<file path="src/rtl/vector_logic_pkg.sv">
// Shared types for the vector logic unit: operation codes, fold families, FSM states
// and the mapping from an operation to the family used to fold a frame.
package vector_logic_pkg;

    typedef enum logic [2:0] {
        OP_AND    = 3'd0,
        OP_OR     = 3'd1,
        OP_XOR    = 3'd2,
        OP_NAND   = 3'd3,
        OP_NOR    = 3'd4,
        OP_XNOR   = 3'd5,
        OP_NOT_A  = 3'd6,
        OP_PASS_A = 3'd7
    } op_e;

    typedef enum logic [1:0] {
        FOLD_AND = 2'd0,
        FOLD_OR  = 2'd1,
        FOLD_XOR = 2'd2
    } fold_e;

    typedef enum logic {
        IDLE  = 1'b0,
        ACCUM = 1'b1
    } state_e;

    // Inverting ops fold with the same family as their non-inverting partner.
    function automatic fold_e op_to_fold(input op_e op);
        case (op)
            OP_AND, OP_NAND: return FOLD_AND;
            OP_XOR, OP_XNOR: return FOLD_XOR;
            default:         return FOLD_OR;
        endcase
    endfunction

endpackage

</file>
<file path="src/rtl/vector_logic_core.sv">
// Combinational per-beat logic operation; result width equals operand width.
module vector_logic_core
    import vector_logic_pkg::*;
#(
    parameter int WIDTH = 3
)(
    input  logic [WIDTH-1:0] i_a,
    input  logic [WIDTH-1:0] i_b,
    input  op_e              i_op,
    output logic [WIDTH-1:0] o_r
);

    always_comb begin
        o_r = '0;
        case (i_op)
            OP_AND:    o_r = i_a & i_b;
            OP_OR:     o_r = i_a | i_b;
            OP_XOR:    o_r = i_a ^ i_b;
            OP_NAND:   o_r = ~(i_a & i_b);
            OP_NOR:    o_r = ~(i_a | i_b);
            OP_XNOR:   o_r = ~(i_a ^ i_b);
            OP_NOT_A:  o_r = ~i_a;
            OP_PASS_A: o_r = i_a;
            default:   o_r = '0;
        endcase
    end

endmodule

</file>
<file path="src/rtl/vector_logic_unit.sv">
// Vector logic unit: per-beat bitwise ops with optional multi-beat folding into one
// result, behind a single valid/ready output register stage.
module vector_logic_unit
    import vector_logic_pkg::*;
#(
    parameter int WIDTH     = 3,
    parameter int MAX_BEATS = 15,
    localparam int CNT_W    = $clog2(MAX_BEATS + 1)
)(
    input  logic                 clk,
    input  logic                 rst_n,
    input  logic                 in_valid,
    output logic                 in_ready,
    input  logic [WIDTH-1:0]     in_a,
    input  logic [WIDTH-1:0]     in_b,
    input  logic [2:0]           in_op,
    input  logic                 in_acc,
    input  logic                 in_last,
    output logic                 out_valid,
    input  logic                 out_ready,
    output logic [WIDTH-1:0]     out_bitwise,
    output logic                 out_logical,
    output logic [2*WIDTH-1:0]   out_not,
    output logic [CNT_W-1:0]     out_beats
);

    function automatic logic [WIDTH-1:0] fold_apply(input fold_e f,
                                                    input logic [WIDTH-1:0] x,
                                                    input logic [WIDTH-1:0] y);
        case (f)
            FOLD_AND: return x & y;
            FOLD_XOR: return x ^ y;
            default:  return x | y;
        endcase
    endfunction

    logic [WIDTH-1:0]   w_r;
    logic [WIDTH-1:0]   w_fold;
    logic [CNT_W-1:0]   w_cnt_inc;
    logic               w_accept;
    logic               w_beat_logical;
    logic               w_final;

    state_e             r_state;
    fold_e              r_fold;
    logic [WIDTH-1:0]   r_acc;
    logic [CNT_W-1:0]   r_cnt;
    logic               r_logical;

    logic               r_out_valid;
    logic [WIDTH-1:0]   r_out_bitwise;
    logic               r_out_logical;
    logic [2*WIDTH-1:0] r_out_not;
    logic [CNT_W-1:0]   r_out_beats;

    vector_logic_core #(.WIDTH(WIDTH)) u_core (
        .i_a  (in_a),
        .i_b  (in_b),
        .i_op (op_e'(in_op)),
        .o_r  (w_r)
    );

    assign in_ready = !r_out_valid || out_ready;

    always_comb begin
        w_accept       = in_valid && in_ready;
        w_beat_logical = (|in_a) || (|in_b);
        // A plain beat arriving mid-frame also terminates the frame.
        w_final        = !in_acc || in_last;
        w_fold         = fold_apply(r_fold, r_acc, w_r);
        w_cnt_inc      = (r_cnt == CNT_W'(MAX_BEATS)) ? r_cnt : r_cnt + CNT_W'(1);
    end

    always_ff @(posedge clk or negedge rst_n) begin
        if (!rst_n) begin
            r_state       <= IDLE;
            r_fold        <= FOLD_OR;
            r_acc         <= '0;
            r_cnt         <= '0;
            r_logical     <= 1'b0;
            r_out_valid   <= 1'b0;
            r_out_bitwise <= '0;
            r_out_logical <= 1'b0;
            r_out_not     <= '0;
            r_out_beats   <= '0;
        end else begin
            if (r_out_valid && out_ready) begin
                r_out_valid <= 1'b0;
            end
            if (w_accept) begin
                case (r_state)
                    IDLE: begin
                        if (in_acc && !in_last) begin
                            r_acc     <= w_r;
                            r_fold    <= op_to_fold(op_e'(in_op));
                            r_cnt     <= CNT_W'(1);
                            r_logical <= w_beat_logical;
                            r_state   <= ACCUM;
                        end else begin
                            r_out_valid   <= 1'b1;
                            r_out_bitwise <= w_r;
                            r_out_logical <= w_beat_logical;
                            r_out_not     <= ~{in_b, in_a};
                            r_out_beats   <= CNT_W'(1);
                        end
                    end
                    ACCUM: begin
                        if (w_final) begin
                            r_out_valid   <= 1'b1;
                            r_out_bitwise <= w_fold;
                            r_out_logical <= r_logical || w_beat_logical;
                            r_out_not     <= ~{in_b, in_a};
                            r_out_beats   <= w_cnt_inc;
                            r_acc         <= '0;
                            r_cnt         <= '0;
                            r_logical     <= 1'b0;
                            r_state       <= IDLE;
                        end else begin
                            r_acc     <= w_fold;
                            r_cnt     <= w_cnt_inc;
                            r_logical <= r_logical || w_beat_logical;
                        end
                    end
                    default: r_state <= IDLE;
                endcase
            end
        end
    end

    assign out_valid   = r_out_valid;
    assign out_bitwise = r_out_bitwise;
    assign out_logical = r_out_logical;
    assign out_not     = r_out_not;
    assign out_beats   = r_out_beats;

endmodule
</file>
<file path="config.mk">
export PLATFORM = sky130hd
export DESIGN_NAME = vector_logic_unit
export DESIGN_NICKNAME = d
export VERILOG_FILES = /design/src/rtl/vector_logic_pkg.sv /design/src/rtl/vector_logic_core.sv /design/src/rtl/vector_logic_unit.sv
export SDC_FILE = /design/constraint.sdc
export NUM_CORES = 1
export LEC_CHECK = 0
export BUFFER_PORTS_ARGS = -buffer_cell sky130_fd_sc_hd__buf_2
export CAP_MARGIN = 20
export CORE_MARGIN = 5
export CORE_UTILIZATION = 50
export DETAILED_ROUTE_END_ITERATION = 6
export GPL_ROUTABILITY_DRIVEN = 0
export PLACE_DENSITY_LB_ADDON = 0.05
export SLEW_MARGIN = 40
export SYNTH_ARGS = -nofsm -noshare
export SYNTH_HDL_FRONTEND = slang
export SYNTH_SLANG_ARGS = --single-unit
</file>
<file path="constraint.sdc">
create_clock -name clk -period 1.3 [get_ports clk]
set_input_delay 0.13 -clock clk [delete_from_list [all_inputs] [get_ports clk]]
set_output_delay 0.13 -clock clk [all_outputs]
set_load 0.05 [all_outputs]
</file>
==> qor_table.md <==
| Item | Value | Unit |
| --- | --- | --- |
| Power density over cell area | 1173 | mW/mm^2 |
| Count of endpoints failing setup in the final report | 6 | - |
| Global-route wire length before repair | 8.100 | mm |
| Area fraction of the dominant cell type after synthesis | 37.34 | % |
| Net count after synthesis | 219 | - |
| FMAX | 499.7 | MHz |
| Die width | 67.89 | um |
| DR vias | 1762 | - |
| Area of the placeable core | 0.003284 | sq mm |
| Total congestion overflow | 0 | - |
| R2r startpoint | r_acc[2] | - |
| Critical path data arrival time | 2.21 | ns |
| Period Utilization, post-route | 153.9 | % |
| Setup repair after global routing missed its margin | yes | - |
| Number of vias per cell after detailed routing | 5.558 | - |
| Final critical-path setup slack | -0.7010 | ns |
| Number of maximum-capacitance violations | 0 | - |
| Root Driver | sky130_fd_sc_hd__clkbuf_4 | - |
| Result of the run | finished with violations | - |
| Clock buffers created by TritonCTS | 3 | - |
| Clk_skew | 0.003945 | ns |
| Die Outline Area | 0.004608 | sq mm |
| DIE HEIGHT | 67.89 | um |
| Mean instance size in the synthesized netlist | 8.772 | sq um |
| Routed WL | 5.212 | mm |
| Post-Syn Area | 0.001675 | sq mm |
| Setup TNS | -3.504 | ns |
| Register cell area after layout | 653.1 | sq um |
| Per-cell routed wire length | 16.44 | um |
| Antenna cells | 0 | - |
| Worst slew slack as a fraction of its limit | 60.21 | % |
| Class of the tightest hold or removal check | in2reg | - |
| Critical Path Fanout Max | 3 | - |
| Library cell occupying the most area in the post-synthesis netlist | sky130_fd_sc_hd__dfrtp_1 | - |
| Final #Nets | 300 | - |
| Kind of critical path | in2reg | - |
| PnR Total Power | 3.268 | mW |
| Sequential share of the synthesized area | 38.91 | % |
| Final-report max-slew violation count | 0 | - |
| Met3 routing resource usage after global routing | 1.806 | % |
| Clock sink count | 26 | - |
| Area grow syn2layout | 66.24 | % |
| Met1 routing resource usage after global routing | 26.08 | % |
| Slew at the pin closest to its max-slew limit | 0.5968 | ns |
| Worst EP required | 1.51 | ns |
| Hold Path Origin | in_a[1] | - |
| IR Drop Worst-Case VDD | 676.1 | uV |
| Drt pass-1 iters | 4 | - |
| Fin cells | 317 | - |
| Latest clock arrival within the worst-skew pair | 0.33 | ns |
| Number of failing hold endpoints at the final stage | 0 | - |
| Number of cells after detailed placement | 294 | - |
| Crit end category | flop | - |
| Clock tree from TritonCTS | yes | - |
| Count of antenna-violating nets left after detailed routing | 0 | - |
| Critical path startpoint category | input port | - |
| Worst hold slack | 0.03971 | ns |
| Global-route track usage on met2 | 44.71 | % |
| Core Rows | 21 | - |
| Remaining design rule violation count | 0 | - |
| Period minus WS final | 2.001 | ns |
| Number of inserted filler cells in the final layout | 168 | - |
| Maximum number of pins on one net before global-route repair | 27 | - |
| Clock-pin slew on the worst setup and hold paths | 0.15 | ns |
| Number of antenna violations at the first check in global routing | 0 | - |
| Number of flip-flops and latches in the synthesized netlist | 26 | - |
| Largest cells by area after synthesis | sky130_fd_sc_hd__dfrtp_1, sky130_fd_sc_hd__ha_1, sky130_fd_sc_hd__nand2_1 | - |
| Violations in the final reports | negative setup slack | - |
| Starting density of the core | 51.01 | % |
| Number of DRC violations after detailed-routing iteration 0 | 68 | - |
| Leakage Power | 1.231 | nW |
| Clock buffer depth | 2 | - |
| IO Pins | 31 | - |
| Warnings from Yosys | 0 | - |
| Number of distinct library cell variants in the gate-level netlist after synthesis | 37 | - |
| H-tree level count | 1 | - |
| Post-DP HPWL | 3.478 | mm |
| First element of the critical path | in_a[2] | - |
| Quantity of I/O buffers inserted on ports | 30 | - |
| Number of global-route vias before repair | 1783 | - |
| Fraction of layout instances using a drive strength above 1 | 54.98 | % |
| Overall Global Routing Usage | 23.12 | % |
| Global route hottest layer | met2 | - |
| Cells after synthesis | 191 | - |
| Area occupied by multi-input gates | 0.001305 | sq mm |
## metal layers
layer	wire length, um	share of wire, %	up-vias
li1	-	-	833
met1	2006	38	865
met2	2853	55	47
met3	173	3.3	17
met4	180	3.5	0
met5	0	0	-
## through the flow
stage | setup slack (ns) | instance area, sq um | utilization [%]
after floorplan | -0.7051 | 1911 | -
after global placement | -0.9711 | 2311 | 70.36
after detailed placement | -1.064 | 2311 | 70.36
after CTS | -0.6231 | 2569 | 78.21
after global routing | -0.7520 | 2785 | 84.80
final | -0.7010 | 2785 | 84.80
## path summary, 6_finish.rpt
| check | cells after the start | slack (ns) | to |
|---|---|---|---|
| max | 12 | -0.70 | r_acc[2] |
| min reg2reg | 2 | 0.50 | out_not[5] |
| min in group asynchronous | 2 | 0.32 | out_beats[1] |
| max in group asynchronous | 2 | 0.56 | out_valid |
| max reg2reg | 6 | -0.37 | r_acc[2] |
| min | 2 | 0.04 | out_not[1] |
## where the power goes
part | internal (mW) | leakage [nW] | switching [mW]
Combinational | 0.711 | 0.886 | 0.867
Clock | 0.312 | 0.0279 | 0.254
Sequential | 0.958 | 0.317 | 0.166
## state kept, by name, indices dropped and copies added (netlist names)
register,count
out_bitwise,3
r_cnt,4
out_valid,1
r_fold,2
out_beats,4
r_logical,1
out_not,6
r_state,1
out_logical,1
r_acc,3
## critical path, stage by stage
cell,delay [ns]
sky130_fd_sc_hd__buf_8,0.10
sky130_fd_sc_hd__inv_4,0.05
sky130_fd_sc_hd__ha_4,0.21
sky130_fd_sc_hd__o32ai_4,0.23
sky130_fd_sc_hd__o32a_1,0.21
sky130_fd_sc_hd__nor2_2,0.06
sky130_fd_sc_hd__or2_4,0.23
sky130_fd_sc_hd__ha_4,0.23
sky130_fd_sc_hd__a211oi_4,0.27
sky130_fd_sc_hd__a21oi_2,0.07
sky130_fd_sc_hd__a221oi_2,0.29
sky130_fd_sc_hd__o31ai_2,0.13
## area by class of cell
type | instances | share of cell area (%)
multi-input combinational | 146 | 46.86
tap | 46 | 2.066
sequential | 26 | 23.45
clock buffer | 3 | 0.8086
inverter | 12 | 3.235
clock inverter | 1 | 1.078
timing repair buffer | 83 | 22.51
## Yosys cell counts
master / instances
sky130_fd_sc_hd__or2b_1: 1
sky130_fd_sc_hd__buf_6: 1
sky130_fd_sc_hd__nor2_1: 17
sky130_fd_sc_hd__nand3_1: 6
sky130_fd_sc_hd__o21ai_2: 1
sky130_fd_sc_hd__ha_1: 13
sky130_fd_sc_hd__a21o_1: 1
sky130_fd_sc_hd__mux2_2: 3
sky130_fd_sc_hd__or3_1: 2
sky130_fd_sc_hd__a22oi_1: 2
sky130_fd_sc_hd__o22ai_1: 1
sky130_fd_sc_hd__xnor2_1: 4
sky130_fd_sc_hd__buf_4: 1
sky130_fd_sc_hd__o21ai_0: 12
sky130_fd_sc_hd__a22o_1: 1
sky130_fd_sc_hd__o32a_1: 2
sky130_fd_sc_hd__a211oi_1: 5
sky130_fd_sc_hd__o211ai_1: 1
sky130_fd_sc_hd__nand2_1: 23
sky130_fd_sc_hd__mux4_2: 1
sky130_fd_sc_hd__nand4_1: 2
sky130_fd_sc_hd__mux2i_1: 2
sky130_fd_sc_hd__a221oi_1: 2
sky130_fd_sc_hd__o21ai_1: 4
sky130_fd_sc_hd__a31oi_1: 2
sky130_fd_sc_hd__a32o_1: 1
sky130_fd_sc_hd__nor3_1: 4
sky130_fd_sc_hd__or2_2: 3
sky130_fd_sc_hd__o31ai_1: 4
sky130_fd_sc_hd__dfrtp_1: 25
sky130_fd_sc_hd__clkbuf_1: 5
sky130_fd_sc_hd__dfstp_2: 1
sky130_fd_sc_hd__nor2b_1: 4
sky130_fd_sc_hd__a21oi_1: 11
sky130_fd_sc_hd__o32ai_1: 2
sky130_fd_sc_hd__inv_1: 12
sky130_fd_sc_hd__nand2b_1: 9
## repair_timing
action	CTS	global route
setup buffers	9	9
pin swaps	22	18
hold buffers	1	0
resized for setup	28	32
hold endpoints to repair	25	0
endpoints found under the setup margin	8	12
## cells in the final DEF, fill, tap and decap left out, types with 4 or more instances in the layout
| cell type | count |
|---|---|
| sky130_fd_sc_hd__inv_1 | 5 |
| sky130_fd_sc_hd__dfrtp_1 | 24 |
| sky130_fd_sc_hd__nand2b_1 | 6 |
| sky130_fd_sc_hd__o21ai_0 | 11 |
| sky130_fd_sc_hd__o21ai_1 | 5 |
| sky130_fd_sc_hd__clkbuf_4 | 4 |
| sky130_fd_sc_hd__a21oi_1 | 7 |
| sky130_fd_sc_hd__nand2_1 | 20 |
| sky130_fd_sc_hd__nor3_1 | 4 |
| sky130_fd_sc_hd__xnor2_1 | 4 |
| sky130_fd_sc_hd__buf_4 | 50 |
| sky130_fd_sc_hd__nor2_2 | 8 |
| sky130_fd_sc_hd__ha_4 | 9 |
| sky130_fd_sc_hd__buf_6 | 7 |
| sky130_fd_sc_hd__buf_2 | 21 |
| sky130_fd_sc_hd__nor2_1 | 9 |
## logic make-up (layout without fill, tap and decap cells)
group	Yosys count	count (layout)	synth area share, %
AND/OR/NAND/NOR	71	71	19.87
AO/OA/AOI/OAI	52	52	19.94
flip-flops	26	26	38.91
buffers and inverters	19	99	4.929
adder cells (fa/ha/maj)	13	13	9.709
multiplexers	6	6	4.555
XOR/XNOR	4	4	2.091
Note: power is estimated with default switching activity, not from simulation.
